[config.mk]
export PLATFORM = sky130hd
export DESIGN_NAME = keypad_scanner
export DESIGN_NICKNAME = d
export VERILOG_FILES = /design/src/rtl/keypad_scanner.sv
export SDC_FILE = /design/constraint.sdc
export NUM_CORES = 1
export LEC_CHECK = 0
export ABC_AREA = 0
export BUFFER_PORTS_ARGS = -buffer_cell sky130_fd_sc_hd__buf_2
export CAP_MARGIN = 10
export CORE_UTILIZATION = 60
export CTS_CLUSTER_DIAMETER = 50
export DETAILED_ROUTE_END_ITERATION = 8
export PLACE_DENSITY = 0.91
export SYNTH_ARGS = -nofsm -noshare
export SYNTH_HDL_FRONTEND = slang
export SYNTH_SLANG_ARGS = --single-unit
[constraint.sdc]
create_clock -name clk -period 7.3 [get_ports clk]
set_clock_uncertainty 0.1 [all_clocks]
set_input_delay 1.46 -clock clk [delete_from_list [all_inputs] [get_ports clk]]
set_output_delay 1.46 -clock clk [all_outputs]
set_load 0.1 [all_outputs]
[src/rtl/keypad_scanner.sv]
// 4x4 matrix keypad scanner: one-hot row drive, frame-based debounce and a
// polled STATUS/DATA register pair on the 4-bit-address / 8-bit-data bus.
module keypad_scanner #(
  parameter int SCAN_DIV = 1000,
  parameter int DEBOUNCE = 4
) (
  input  logic       clk,
  input  logic       reset_n,
  output logic [3:0] rows,
  input  logic [3:0] cols,
  input  logic [3:0] address,
  input  logic [7:0] din,
  input  logic       writeEnable,
  output logic [7:0] dout
);

  localparam int              CW          = (SCAN_DIV > 1) ? $clog2(SCAN_DIV) : 1;
  localparam logic [CW-1:0]   ROW_LAST    = CW'(SCAN_DIV - 1);
  localparam logic [3:0]      DB          = 4'(DEBOUNCE);
  localparam logic [3:0]      ADDR_STATUS = 4'h5;
  localparam logic [3:0]      ADDR_DATA   = 4'h6;

  typedef enum logic [0:0] {S_IDLE = 1'b0, S_HELD = 1'b1} state_e;

  function automatic logic [4:0] ones16(input logic [15:0] v);
    logic [4:0] n;
    n = 5'd0;
    for (int i = 0; i < 16; i++) n = n + {4'd0, v[i]};
    return n;
  endfunction

  function automatic logic [3:0] index16(input logic [15:0] v);
    logic [3:0] idx;
    idx = 4'd0;
    for (int i = 0; i < 16; i++) begin
      if (v[i]) idx = 4'(i);
    end
    return idx;
  endfunction

  logic [3:0]    sync1_q, sync2_q;
  logic [3:0]    rows_q, rows_d;
  logic [CW-1:0] row_cnt_q, row_cnt_d;
  logic [11:0]   samp_q, samp_d;
  state_e        state_q, state_d;
  logic [3:0]    count_q, count_d;
  logic [3:0]    cand_q, cand_d;
  logic [3:0]    key_code_q, key_code_d;
  logic          key_valid_q, key_valid_d;
  logic          overflow_q, overflow_d;

  logic          last_s, frame_end_s, cls_none_s, cls_single_s;
  logic          latch_s, ack_s, unused_din_s;
  logic [15:0]   frame_s;
  logic [4:0]    ones_s;
  logic [3:0]    code_s, cnt_s;

  assign unused_din_s = ^din;
  assign rows         = rows_q;

  // Two-flop synchroniser for the asynchronous column lines.
  always_ff @(posedge clk or negedge reset_n) begin
    if (!reset_n) begin
      sync1_q <= 4'b0000;
      sync2_q <= 4'b0000;
    end else begin
      sync1_q <= cols;
      sync2_q <= sync1_q;
    end
  end

  assign last_s      = (row_cnt_q == ROW_LAST);
  assign frame_end_s = last_s & rows_q[3];

  // Row period counter, row rotation and per-row column capture.
  always_comb begin
    rows_d    = rows_q;
    row_cnt_d = row_cnt_q + {{(CW-1){1'b0}}, 1'b1};
    samp_d    = samp_q;
    if (last_s) begin
      row_cnt_d = {CW{1'b0}};
      rows_d    = {rows_q[2:0], rows_q[3]};
      case (rows_q)
        4'b0001: samp_d[3:0]  = sync2_q;
        4'b0010: samp_d[7:4]  = sync2_q;
        4'b0100: samp_d[11:8] = sync2_q;
        default: samp_d       = samp_q;
      endcase
    end else begin
      rows_d = rows_q;
    end
  end

  // Scan state registers.
  always_ff @(posedge clk or negedge reset_n) begin
    if (!reset_n) begin
      rows_q    <= 4'b0001;
      row_cnt_q <= {CW{1'b0}};
      samp_q    <= 12'h000;
    end else begin
      rows_q    <= rows_d;
      row_cnt_q <= row_cnt_d;
      samp_q    <= samp_d;
    end
  end

  // Row 3 is classified straight from the synchroniser on its sampling edge.
  assign frame_s      = {sync2_q, samp_q};
  assign ones_s       = ones16(frame_s);
  assign code_s       = index16(frame_s);
  assign cls_none_s   = (ones_s == 5'd0);
  assign cls_single_s = (ones_s == 5'd1);

  // Press FSM state register.
  always_ff @(posedge clk or negedge reset_n) begin
    if (!reset_n) begin
      state_q <= S_IDLE;
      count_q <= 4'd0;
      cand_q  <= 4'd0;
    end else begin
      state_q <= state_d;
      count_q <= count_d;
      cand_q  <= cand_d;
    end
  end

  // Press FSM next state, evaluated once per frame.
  always_comb begin
    state_d = state_q;
    count_d = count_q;
    cand_d  = cand_q;
    cnt_s   = count_q;
    if (frame_end_s) begin
      case (state_q)
        S_IDLE: begin
          if (cls_single_s && (code_s == cand_q)) begin
            cnt_s = count_q + 4'd1;
          end else if (cls_single_s) begin
            cand_d = code_s;
            cnt_s  = 4'd1;
          end else begin
            cnt_s = 4'd0;
          end
          if (cnt_s == DB) begin
            state_d = S_HELD;
            count_d = 4'd0;
          end else begin
            count_d = cnt_s;
          end
        end
        S_HELD: begin
          if (cls_none_s) begin
            cnt_s = count_q + 4'd1;
          end else begin
            cnt_s = 4'd0;
          end
          if (cnt_s == DB) begin
            state_d = S_IDLE;
            count_d = 4'd0;
          end else begin
            count_d = cnt_s;
          end
        end
        default: begin
          state_d = S_IDLE;
          count_d = 4'd0;
        end
      endcase
    end else begin
      state_d = state_q;
    end
  end

  // Latch wins over a same-edge acknowledge; overflow is then cleared.
  always_comb begin
    latch_s     = (state_q == S_IDLE) && (state_d == S_HELD);
    ack_s       = writeEnable && (address == ADDR_STATUS);
    key_valid_d = key_valid_q;
    overflow_d  = overflow_q;
    key_code_d  = key_code_q;
    if (latch_s) begin
      key_valid_d = 1'b1;
      key_code_d  = cand_d;
      overflow_d  = ack_s ? 1'b0 : (key_valid_q | overflow_q);
    end else if (ack_s) begin
      key_valid_d = 1'b0;
      overflow_d  = 1'b0;
    end else begin
      key_valid_d = key_valid_q;
    end
    case (address)
      ADDR_STATUS: dout = {6'b000000, overflow_q, key_valid_q};
      ADDR_DATA:   dout = {4'b0000, key_code_q};
      default:     dout = 8'h00;
    endcase
  end

  // Bus-visible key registers.
  always_ff @(posedge clk or negedge reset_n) begin
    if (!reset_n) begin
      key_code_q  <= 4'd0;
      key_valid_q <= 1'b0;
      overflow_q  <= 1'b0;
    end else begin
      key_code_q  <= key_code_d;
      key_valid_q <= key_valid_d;
      overflow_q  <= overflow_d;
    end
  end

endmodule

# ---- Word level (Yosys, flattened, before mapping)
# Cells that the tools add are included.
dict set report totals {
  register_bits 49
  in_bits 19
  out_inout_bits 12
  wordCells 90
}
dict set report classes {
  addsub 17
  n_eq_ne 10
  mux 39
  bitwise 3
  reduce_logical 8
}
# operator n
set op_table {}
lappend op_table {{4-bit 2-to-1 mux} 21}
lappend op_table {{5-bit by 1-bit adder with 5-bit output} 11}
lappend op_table {{4-bit by 3-bit == test with 1-bit output (second input constant)} 5}
lappend op_table {{4-bit case mux with 2 select lines} 2}
lappend op_table {{10-bit by 1-bit adder with 10-bit output (second input constant)} 1}
lappend op_table {{10-bit == test (second input constant)} 1}
lappend op_table {{10-bit 2-to-1 mux} 1}
lappend op_table {{1-bit 2-to-1 mux} 9}
lappend op_table {{3-bit 2-to-1 mux} 3}
lappend op_table {{2-bit AND reduction} 3}
lappend op_table {{4-bit by 1-bit adder with 5-bit output} 1}
lappend op_table {{5-bit by 1-bit == test with 1-bit output (second input constant)} 1}
lappend op_table {{5-bit zero test} 1}
lappend op_table {{3-bit by 1-bit adder with 4-bit output} 1}
lappend op_table {{4-bit by 1-bit adder with 4-bit output (second input constant)} 1}
lappend op_table {{4-bit by 1-bit == test with 1-bit output (second input constant)} 1}
lappend op_table {{4-bit by 2-bit == test with 1-bit output (second input constant)} 1}
lappend op_table {{4-bit == test} 1}
lappend op_table {{2-bit 2-to-1 mux} 2}
lappend op_table {{2-bit by 1-bit adder with 3-bit output} 1}
lappend op_table {{1-bit logical AND} 3}
lappend op_table {{1-bit by 1-bit adder with 2-bit output} 1}
lappend op_table {{1-bit case mux with 2 select lines} 1}
lappend op_table {{2-bit nonzero test} 1}
lappend op_table {{other kinds (3)} 3}

# ---- Depth between registers and ports, before layout
# Gate-level depths: netlist of run 1.
dict set report logic_depth {
  ltp_word 26
  mapped_depth 15
  mapped_depth_nobuf 15
}

# ---- Worst setup path before layout of run 1
# OpenSTA, ideal clock, no wires.
dict set report synth_timing {
  path_kind {flip-flop to flip-flop}
  startpoint {reg samp_q[7]}
  endpoint {reg key_code_q[0]}
  arrival_ns 4.390
  t_required_ns 7.075
  slack_ns 2.685
  stages_incl_launch_ff 16
  path_buffers 0
  synth_period_minus_slack_ns 4.615
  cell_sequence {dfrtp_1 > fa_1 > inv_1 > fa_1 > inv_1 > fa_1 > inv_1 > fa_1 > inv_1 > ha_1 > fa_1 > nor3_1 > o21ai_1 > nand3b_1 > nor4_4 > mux2_2}
}
dict set report synth_between {
  elab_chain_cells 19
  elab_cells_between_ends 40
  cone_classes {9 x add/sub; 4 x eq/ne; 24 x mux; 3 x reduce/logical}
}
# element line_no
set synth_rtl {}
lappend synth_rtl {{start: declaration} 44} ;# logic [11:0] samp_q, samp_d;
lappend synth_rtl {{start signal: assignment} 103} ;# samp_q <= samp_d;
lappend synth_rtl {{5-bit by 1-bit adder with 5-bit output or 4-bit 2-to-1 mux (tied branches) (9 in series)} {28, 36}}
lappend synth_rtl {{5-bit by 1-bit == test with 1-bit output or 4-bit == test (tied branches)} {112, 136}}
lappend synth_rtl {{1-bit 2-to-1 mux or 1-bit logical AND (tied branches)} {138, 136}}
lappend synth_rtl {{4-bit 2-to-1 mux} 136} ;# if (cls_single_s && (code_s == cand_q)) begin
lappend synth_rtl {{4-bit 2-to-1 mux} 134} ;# case (state_q)
lappend synth_rtl {{4-bit 2-to-1 mux} 133} ;# if (frame_end_s) begin
lappend synth_rtl {{4-bit by 3-bit == test with 1-bit output} 144} ;# if (cnt_s == DB) begin
lappend synth_rtl {{1-bit 2-to-1 mux} 144}
lappend synth_rtl {{1-bit case mux with 2 select lines} 134}
lappend synth_rtl {{1-bit 2-to-1 mux} 133}
lappend synth_rtl {{1-bit logical AND} 176} ;# latch_s = (state_q == S_IDLE) && (state_d == S_HELD);
lappend synth_rtl {{end signal: assignment} 205} ;# key_code_q <= key_code_d;
lappend synth_rtl {{end: declaration} 48} ;# logic [3:0] key_code_q, key_code_d;
# Several ways; a longest one is shown, not always the timed one. The select of a mux whose other input is x is not followed.
# A chain may end at the register's enable or synchronous reset.

# ---- Worst setup path after layout of run 1
dict set report layout_timing {
  startpoint {reg sync2_q[3]}
  endpoint {reg key_code_q[2]}
}
dict set report layout_between {
  elab_chain_cells 11
  elab_cells_between_ends 24
  cone_classes {1 x add/sub; 4 x eq/ne; 16 x mux; 3 x reduce/logical}
}
# element line_no
set layout_rtl {}
lappend layout_rtl {{start: declaration} 41} ;# logic [3:0] sync1_q, sync2_q;
lappend layout_rtl {{start signal: assignment} 68} ;# sync2_q <= sync1_q;
lappend layout_rtl {{5-bit by 1-bit adder with 5-bit output or 4-bit 2-to-1 mux (tied branches)} {28, 36}}
lappend layout_rtl {{5-bit by 1-bit == test with 1-bit output or 4-bit == test (tied branches)} {112, 136}}
lappend layout_rtl {{1-bit 2-to-1 mux or 1-bit logical AND (tied branches)} {138, 136}}
lappend layout_rtl {{4-bit 2-to-1 mux} 136}
lappend layout_rtl {{4-bit 2-to-1 mux} 134}
lappend layout_rtl {{4-bit 2-to-1 mux} 133}
lappend layout_rtl {{4-bit by 3-bit == test with 1-bit output} 144}
lappend layout_rtl {{1-bit 2-to-1 mux} 144}
lappend layout_rtl {{1-bit case mux with 2 select lines} 134}
lappend layout_rtl {{1-bit 2-to-1 mux} 133}
lappend layout_rtl {{1-bit logical AND} 176}
# Several ways; a longest one is shown, not always the timed one. The select of a mux whose other input is x is not followed.

==> flow_metrics.tcl, run 1 <==
set metrics [dict create \
    worst_pin_slew_ps 1114 \
    ant_nets 0 \
    synth_cell_type_count 53 \
    grt_pass1_vias 2106 \
    synthArstFlopShare_pct 100.0 \
    power.leakage_nw 1.451 \
    relSlewSlack_pct 25.05 \
    crit_type "flop to flop" \
    rsz0062_at_grt "false" \
    grt_usage_pct 24.07 \
    status "complete, no violations" \
    cts_root_buf "clkbuf_8" \
    critPathRequiredTime_ps 7390 \
    clock_latency_ps 300 \
    synth_top_area_share_pct 42.80 \
    finalHoldViolCount 0 \
    drt-initial-drc-count 137 \
    synthTopCellsByCount "dfrtp_1, nand2_1, inv_1" \
    synth_area_leaders "dfrtp_1, fa_1, mux2_2" \
    ys_warn_count 0 \
    drive_gt1_share_pct 13.40 \
    synthFlopType "dfrtp_1" \
    arrival_ps 5270 \
    cp_max_fo 13 \
    vias 2131 \
    nets 341 \
    fp-row-count 24 \
    synth_area_um2 2806 \
    avgSynthCellArea_um2 9.779 \
    clockBufferDepth 2 \
    cts_num_sinks 49 \
    p_total_uw 515.8 \
    hpwl_mm 3.911 \
    grt_first_pass_wirelength_mm 9.315 \
    grt-ovfl-total 0 \
    cts_hold_buf 0 \
    drc 0 \
    die_w_um 70.39 \
    cts_setup_buffers 0 \
    grt_max_degree 50 \
    synthCells 287 \
    die_y_um 70.39 \
    post-synth-top-count-cell "dfrtp_1" \
    drt_first_pass_iters 4 \
    cts.clk_slew.worst_paths_ps 90 \
    antenna_found_initial 0 \
    ir_drop_mv 0.1273 \
    synthToLayoutAreaGrowth_pct 8.203 \
    io_pins 31 \
    yosys.area.top_type "dfrtp_1" \
    port_buffers 18 \
    cts-htree-levels 2 \
    setup_viol 0 \
    drv_slew 0 \
    synth-seq-area-share_pct 43.74 \
    period_share_pct 70.87 \
    tns_ps 0 \
    cts-resized-gates 0 \
    period_needed_ps 5173 \
    start_util_pct 63.58 \
    insertedDiodeCount 0 \
    die_area_um2 4955 \
    gp_routability_congestion 0.8264 \
    cts-buffers-inserted 5 \
    crit_path_end_kind "flop" \
    hold_path_class "flop to flop" \
    power.density_nw_per_um2 169.9 \
    routed_wl_mm 5.191 \
    synth-edff-count 0 \
    routed_via_density 5.953 \
    core-area_um2 4414 \
    tritoncts "built" \
    cap_viol_max_count 0 \
    wl_per_cell_um 14.50 \
    setup.worst_path.start_class "flop" \
    fmax_ghz 0.1933 \
    ys_seq_elements 49 \
]
worst paths after layout:
kind	from	endpoint	slack (ps)	cells past startpoint
max	sync2_q[3]	key_code_q[2]	2130	13
min	sync1_q[3]	sync2_q[3]	250	0
max reg2reg	sync2_q[3]	key_code_q[2]	2130	13
min reg2reg	sync1_q[3]	sync2_q[3]	250	0
max in group asynchronous	reset_n	samp_q[4]	5210	1
min in group asynchronous	reset_n	cand_q[3]	1230	1
layout by cell type (no fill, tap or decap), types with 4 or more instances in the layout:
master and n:
xor2_1 4, inv_1 25, nor4_1 5, a21oi_1 4
ha_1 7, nor3_1 8, fa_1 10, clkbuf_8 6
nor2b_1 6, conb_1 4, nor2_1 24, buf_2 18
or3_1 6, o21ai_0 14, dfrtp_1 48, nand2_1 34
and3_1 5, nand2b_1 9, nand3_1 7, xnor2_1 4
mux2_2 12
registers in the layout, summed over array words and instances, names as in the netlist:
signal	flops
samp_q	12
row_cnt_q	10
cand_q	4
count_q	4
key_code_q	4
rows	4
sync1_q	4
sync2_q	4
key_valid_q	1
overflow_q	1
state_q	1
report_power, final:
| part | leakage, nW | internal, mW | total (mW) | switching, mW |
|---|---|---|---|---|
| combinational | 0.744 | 0.0109 | 0.0388 | 0.0278 |
| clock | 0.0585 | 0.112 | 0.199 | 0.0875 |
| sequential | 0.648 | 0.273 | 0.278 | 0.00444 |
area by class of cell:
class | count | area, um2
inverters | 25 | 93.84
flip-flops and latches | 49 | 1227
repair buffers | 18 | 90.09
multi-input cells | 206 | 1444
well taps | 52 | 65.06
fillers | 337 | 1378
clock inverters | 1 | 30.03
clock buffers | 7 | 86.33
critical path, stage by stage (launching register included):
cell	delay [ps]
dfrtp_1	620
fa_1	530
fa_1	510
fa_1	530
inv_1	50
fa_1	470
inv_1	40
ha_1	200
fa_1	440
nor3_1	180
o21ai_1	190
nand3b_1	380
nor4_4	440
mux2_2	380
cell families after synthesis:
kind of cell	share of synthesized area [%]
xor+xnor	2.496
buf+inv	5.216
compound gates	12.04
fa+ha+maj	10.25
simple gates	20.60
mux	5.528
other cells	0.1336
flops	43.74
metrics by stage:
stage / instances / setup slack, ps / utilization [%] / area [um2] / hold slack (ps)
2_1_floorplan: 290 / 2685 / - / 2818 / 231.2
3_3_place_gp: 350 / 2239 / 66.16 / 2920 / 232.2
3_5_place_dp: 350 / 2136 / 66.16 / 2920 / 237.3
4_1_cts: 358 / 2118 / 68.79 / 3037 / 256.8
5_1_grt: 358 / 1929 / 68.79 / 3037 / 260.6
6_report: 358 / 2127 / 68.79 / 3037 / 253.6
routing by layer:
metal	track usage (%)	wire [um]	vias up
met4	10.00	117	0
met3	4.040	214	13
met5	0	0	-
met1	31.12	2235	1048
li1	-	-	1021
met2	40.11	2624	49
No activity file was read; power rests on OpenSTA's default activity.
==> run 2: changes to the inputs <==
--- a/config.mk
+++ b/config.mk
@@ -8,10 +8,10 @@
 export ABC_AREA = 0
 export BUFFER_PORTS_ARGS = -buffer_cell sky130_fd_sc_hd__buf_2
 export CAP_MARGIN = 10
-export CORE_UTILIZATION = 60
+export CORE_UTILIZATION = 53
 export CTS_CLUSTER_DIAMETER = 50
 export DETAILED_ROUTE_END_ITERATION = 8
-export PLACE_DENSITY = 0.91
+export PLACE_DENSITY = 0.86
 export SYNTH_ARGS = -nofsm -noshare
 export SYNTH_HDL_FRONTEND = slang
 export SYNTH_SLANG_ARGS = --single-unit
==> constraint.sdc (replaced) <==
create_clock -name clk -period 4.14 [get_ports clk]
set_clock_uncertainty 0.1 [all_clocks]
set_input_delay 0.828 -clock clk [delete_from_list [all_inputs] [get_ports clk]]
set_output_delay 0.828 -clock clk [all_outputs]
set_load 0.1 [all_outputs]
==> run 2 against run 1 <==
Against the previous run: the flow now finishes with violations (negative setup slack); design area is 10% higher; routed wire length rose by 9.1%; register-to-register slack lost 2500 ps; critical path depth rose by 3; maximum frequency grew 15%; non-clock buffer count is 24 higher; critical endpoint is now key_code_q[1].
==> flow_metrics.tcl, run 2 (synthesized netlist as in run 1, its figures left out) <==
set metrics [dict create \
    setup.worst_path.start_class "flop" \
    gp_routability_congestion 0.8204 \
    largest_register_ffs 12 \
    crit_type "flop to flop" \
    power.density_nw_per_um2 264.6 \
    cts-buffers-inserted 5 \
    violations "negative setup slack" \
    final_common_cell "dfrtp_1" \
    hpwl_mm 3.845 \
    final_cell_mix "dfrtp_1, nand2_1, inv_1" \
    synthToLayoutAreaGrowth_pct 19.26 \
    place_ws_ps -348.4 \
    finalHoldViolCount 0 \
    grt_max_degree 50 \
    drv_slew 0 \
    arrival_ps 4590 \
    drt-initial-drc-count 270 \
    power_frac_comb_pct 12.4 \
    port_buffers 18 \
    core-area_um2 5107 \
    holdWs_ps 254.7 \
    die_y_um 74.77 \
    cts_root_buf "clkbuf_8" \
    drc 0 \
    drt_first_pass_iters 4 \
    seqPwrFrac_pct 54.9 \
    grt_first_pass_wirelength_mm 9.522 \
    drive_gt1_share_pct 23.94 \
    routed_via_density 5.515 \
    ir_drop_mv 0.2339 \
    crit_path_end_kind "flop" \
    seqCellArea_um2 1227 \
    cap_viol_max_count 0 \
    vias 2206 \
    die_w_um 74.77 \
    slowest_delay_ps 550 \
    cpMostUsedCell "fa_1" \
    tns_ps -3688 \
    fp-row-count 26 \
    worst_pin_slew_ps 1057 \
    switching_share_pct 25.19 \
    clock_latency_ps 310 \
    power_frac_clock_pct 32.7 \
    antenna_found_initial 0 \
    cts-htree-levels 2 \
    power_switching_uw 223.1 \
    nets 365 \
    tritoncts "built" \
    nFillCells 401 \
    period_share_pct 108.7 \
    grt_pass1_vias 2160 \
    cp_max_fo 5 \
    insertedDiodeCount 0 \
    wl_per_cell_um 14.15 \
    power.leakage_nw 1.585 \
    cts_num_sinks 49 \
    grt_usage_pct 22.93 \
    top_register "samp_q" \
    multi_input_area_um2 1551 \
    period_needed_ps 4498 \
    clockBufferDepth 2 \
    critPathRequiredTime_ps 4230 \
    hold_path_class "flop to flop" \
    grt-ovfl-total 0 \
    cp_cell_sequence "fa_1 > inv_1 > fa_1 > inv_1 > fa_1 > inv_1 > fa_1 > inv_2 > ha_4 > fa_2 > nor3_4 > o21ai_2 > nand3b_1 > nor4_4 > buf_6 > mux2_4" \
    p_int_uw 662.4 \
    rsz0062_at_grt "true" \
    top_regs "samp_q x12, row_cnt_q x10" \
    dpl_cell_area_um2 3118 \
    setup_viol 15 \
    start_util_pct 54.95 \
    die_area_um2 5590 \
    finalInstanceArea_um2 3347 \
    routed_wl_mm 5.661 \
    status "finished with violations" \
    io_pins 31 \
    ant_nets 0 \
    cts.clk_slew.worst_paths_ps 80 \
    crit_slowest_cell "fa_1" \
    relSlewSlack_pct 29.53 \
    finalWorstSetupSlack_ps -358.5 \
    fmax_ghz 0.2223 \
]
-- run 2: worst paths after layout --
path	startpoint	endpoint	slack [ps]	cells past startpoint
min	sync1_q[1]	sync2_q[1]	250	0
min reg2reg	sync1_q[1]	sync2_q[1]	250	0
max	samp_q[7]	key_code_q[1]	-360	16
max in group asynchronous	reset_n	samp_q[1]	2690	1
min in group asynchronous	reset_n	samp_q[9]	610	1
max reg2reg	samp_q[7]	key_code_q[1]	-360	16
-- run 2: timing repair --
item | in CTS | in global routing
pin swaps | 6 | 3
resized for setup | 15 | 9
setup buffers | 4 | 4
hold buffers | 0 | 0
setup endpoints to repair | 14 | 15
-- run 2: power by group through the flow --
stage	sequential (mW)	clock [mW]	combinational [mW]
3_3_place_gp	0.495	0	0.0830
3_5_place_dp	0.495	0	0.0849
4_1_cts	0.486	0.296	0.102
2_1_floorplan	0.494	0	0.0562
5_1_grt	0.487	0.314	0.120
6_report	0.486	0.290	0.110
-- run 2: metal layers --
metal | part of all wire, % | global-route usage [%] | up-vias
met5 | 0 | 0 | -
met4 | 1.2 | 7.338 | 0
met3 | 3.6 | 5.087 | 8
met2 | 50 | 39.54 | 58
met1 | 45 | 28.85 | 1068
li1 | - | - | 1072
-- run 2: through the flow --
step	power (mW)	cells	utilization, %
floorplan	0.5498	290	-
global placement	0.5779	386	61.05
detailed placement	0.5802	386	61.05
CTS	0.8843	397	64.43
global route	0.9209	400	65.53
finish	0.8855	400	65.53
-- run 2: worst max-delay path, delay by kind of cell, from the launching register on --
kind	cells	cell delay, ps
buffers and inverters	5	360
adders and majority gates	6	2590
muxes	1	290
DFF	1	410
and+or+nand+nor	3	560
AOI/OAI and AO/OA	1	80
-- run 2: cell type report --
class / count / area share, %
multi-input cells: 206 / 46.36
flip-flops and latches: 49 / 36.67
inverters: 25 / 2.804
clock buffers: 8 / 2.692
repair buffers: 42 / 8.860
well taps: 70 / 2.617
==> run 3: changes to the inputs <==
--- a/config.mk
+++ b/config.mk
@@ -8,10 +8,10 @@
 export ABC_AREA = 0
 export BUFFER_PORTS_ARGS = -buffer_cell sky130_fd_sc_hd__buf_2
 export CAP_MARGIN = 10
-export CORE_UTILIZATION = 53
+export CORE_UTILIZATION = 58
 export CTS_CLUSTER_DIAMETER = 50
 export DETAILED_ROUTE_END_ITERATION = 8
-export PLACE_DENSITY = 0.86
+export PLACE_DENSITY = 0.89
 export SYNTH_ARGS = -nofsm -noshare
 export SYNTH_HDL_FRONTEND = slang
 export SYNTH_SLANG_ARGS = --single-unit
==> constraint.sdc (replaced) <==
create_clock -name clk -period 4.6 [get_ports clk]
set_clock_uncertainty 0.1 [all_clocks]
set_input_delay 0.92 -clock clk [delete_from_list [all_inputs] [get_ports clk]]
set_output_delay 0.92 -clock clk [all_outputs]
set_load 0.1 [all_outputs]
==> run 3 against run 2 <==
Against the previous run: the run now ends clean; global-route usage increased by 1.6 points; count of clock-buffer cells in the layout decreased by 3; register-to-register slack improved by 360 ps; cell count decreased by 6.8%; clock power decreased by 12%; via count decreased by 0.77%; critical endpoint is now key_code_q[0].
==> flow_metrics.tcl, run 3 (synthesized netlist as in run 1, its figures left out) <==
set metrics [dict create \
    top_register "samp_q" \
    grt_max_degree 50 \
    crit_path_end_kind "flop" \
    reg2reg_to "key_code_q[0]" \
    finalHoldViolCount 0 \
    fmax_ghz 0.2175 \
    crit_path_start "samp_q[7]" \
    power.leakage_nw 1.517 \
    core-area_um2 4504 \
    cts-buffers-inserted 5 \
    path_delay_family "adder cells" \
    gp_routability_congestion 0.7867 \
    relSlewSlack_pct 32.69 \
    hold_path_class "flop to flop" \
    r2r_start "samp_q[7]" \
    antenna_found_initial 0 \
    met1Wirelength_mm 2.388 \
    synthToLayoutAreaGrowth_pct 12.26 \
    nets 356 \
    wl_met3_um 240 \
    critPathRequiredTime_ps 4700 \
    cts.clk_slew.worst_paths_ps 100 \
    die_area_um2 5121 \
    drive_gt1_share_pct 19.94 \
    crit_slowest_cell "fa_1" \
    cts_hold_buf 0 \
    dpl_cell_area_um2 3010 \
    tns_ps 0 \
    ir_drop_mv 0.2104 \
    cap_viol_max_count 0 \
    cpMostUsedCell "fa_1" \
    tritoncts "built" \
    setup.worst_path.start_class "flop" \
    finalInstanceArea_um2 3151 \
    vias 2189 \
    grt_first_pass_wirelength_mm 9.680 \
    drt-initial-drc-count 174 \
    drc 0 \
    rsz0062_at_grt "true" \
    finalWorstSetupSlack_ps 1.268 \
    clockBufferDepth 2 \
    drv_slew 0 \
    status "complete, no violations" \
    period_needed_ps 4599 \
    wl_per_cell_um 14.71 \
    drt_first_pass_iters 4 \
    port_buffers 18 \
    wl_met2_mm 2.775 \
    largest_register_ffs 12 \
    top_regs "samp_q x12, row_cnt_q x10" \
    highest_layer "met4" \
    grt-ovfl-total 0 \
    clock_latency_ps 310 \
    cp_cell_sequence "fa_1 > inv_2 > fa_1 > inv_2 > fa_1 > inv_2 > fa_1 > inv_1 > ha_2 > fa_1 > nor3_2 > o21ai_1 > nand3b_1 > nor4_4 > buf_4 > mux2_2" \
    io_pins 31 \
    cts_num_sinks 49 \
    ant_nets 0 \
    worst_pin_slew_ps 1000 \
    grt_usage_pct 24.58 \
    final_cell_mix "dfrtp_1, nand2_1, nor2_1" \
    die_y_um 71.56 \
    crit_type "flop to flop" \
    worstSetupEndpoint "key_code_q[0]" \
    setup_viol 0 \
    utilization_pct 69.94 \
    slowest_delay_ps 550 \
    insertedDiodeCount 0 \
    path_buf_inv 5 \
    start_util_pct 62.31 \
    cts_root_buf "clkbuf_8" \
    power.density_nw_per_um2 243.6 \
    grt_pass1_vias 2155 \
    hpwl_mm 3.974 \
    fp-row-count 24 \
    arrival_ps 4700 \
    routed_via_density 5.869 \
    timing.reg2reg.setup_slack_ps 1 \
    cp_max_fo 5 \
    reg2regPathDepth 16 \
    period_share_pct 99.97 \
    final_common_cell "dfrtp_1" \
    cts-htree-levels 2 \
    routed_wl_mm 5.485 \
    holdWs_ps 255.9 \
    die_w_um 71.56 \
    cp.depth 16 \
    place_ws_ps -138.0 \
]
run 3: changes by cell type in the layout (fill, tap and decap cells not counted), moves of 3 or more:
cell    previous run  this run
inv_2              1         4
nor3_1             4         7
mux2_4             5         2
buf_6              7         0
buf_4             17        14
mux2_2             7        10
inv_1             24        21
run 3: what timing repair did:
item / CTS / global route
resized for setup: 6 / 3
setup endpoints to repair: 7 / 10
pin swaps: 2 / 2
endpoints found under the hold margin: 0 / 0
buffers inserted: 2 / 0
run 3: layout make-up:
type                       instances  area, um2
clock inverter                     3      17.52
tap                               52      65.06
inverter                          25      93.84
sequential                        49       1227
clock buffer                       5      68.82
fill                             339       1354
timing repair buffer              33      215.2
multi-input combinational        206       1463
run 3: power by group:
part           switching [mW]  internal, mW
logic                  0.0504        0.0245
registers             0.00331         0.434
clock network           0.150         0.105
run 3: worst min path at each step:
stage,startpoint,end,slack [ps],cells past startpoint
after floorplan,sync1_q[0],sync2_q[0],230,0
after global placement,sync1_q[3],sync2_q[3],230,0
after detailed placement,sync1_q[3],sync2_q[3],240,0
after CTS,sync1_q[3],sync2_q[3],260,0
after global routing,sync1_q[3],sync2_q[3],260,0
final,sync1_q[3],sync2_q[3],260,0
run 3: worst reg2reg max path: stages, from the launching register on:
cell and delay [ps]:
dfrtp_1 410, fa_1 550, inv_2 40, fa_1 490, inv_2 40, fa_1 490
inv_2 40, fa_1 470, inv_1 60, ha_2 180, fa_1 450, nor3_2 120
o21ai_1 100, nand3b_1 260, nor4_4 180, buf_4 190, mux2_2 330
run 3: layer usage:
layer,up-vias,global-route usage [%]
li1,1050,-
met1,1066,30.70
met2,62,43.81
met3,11,4.641
met4,0,7.190
met5,-,0
run 3: through the flow:
step	power, mW	std cells
5_1_grt	0.7939	373
6_report	0.7675	373
4_1_cts	0.7675	372
3_5_place_dp	0.5156	362
3_3_place_gp	0.5125	362
2_1_floorplan	0.4923	290
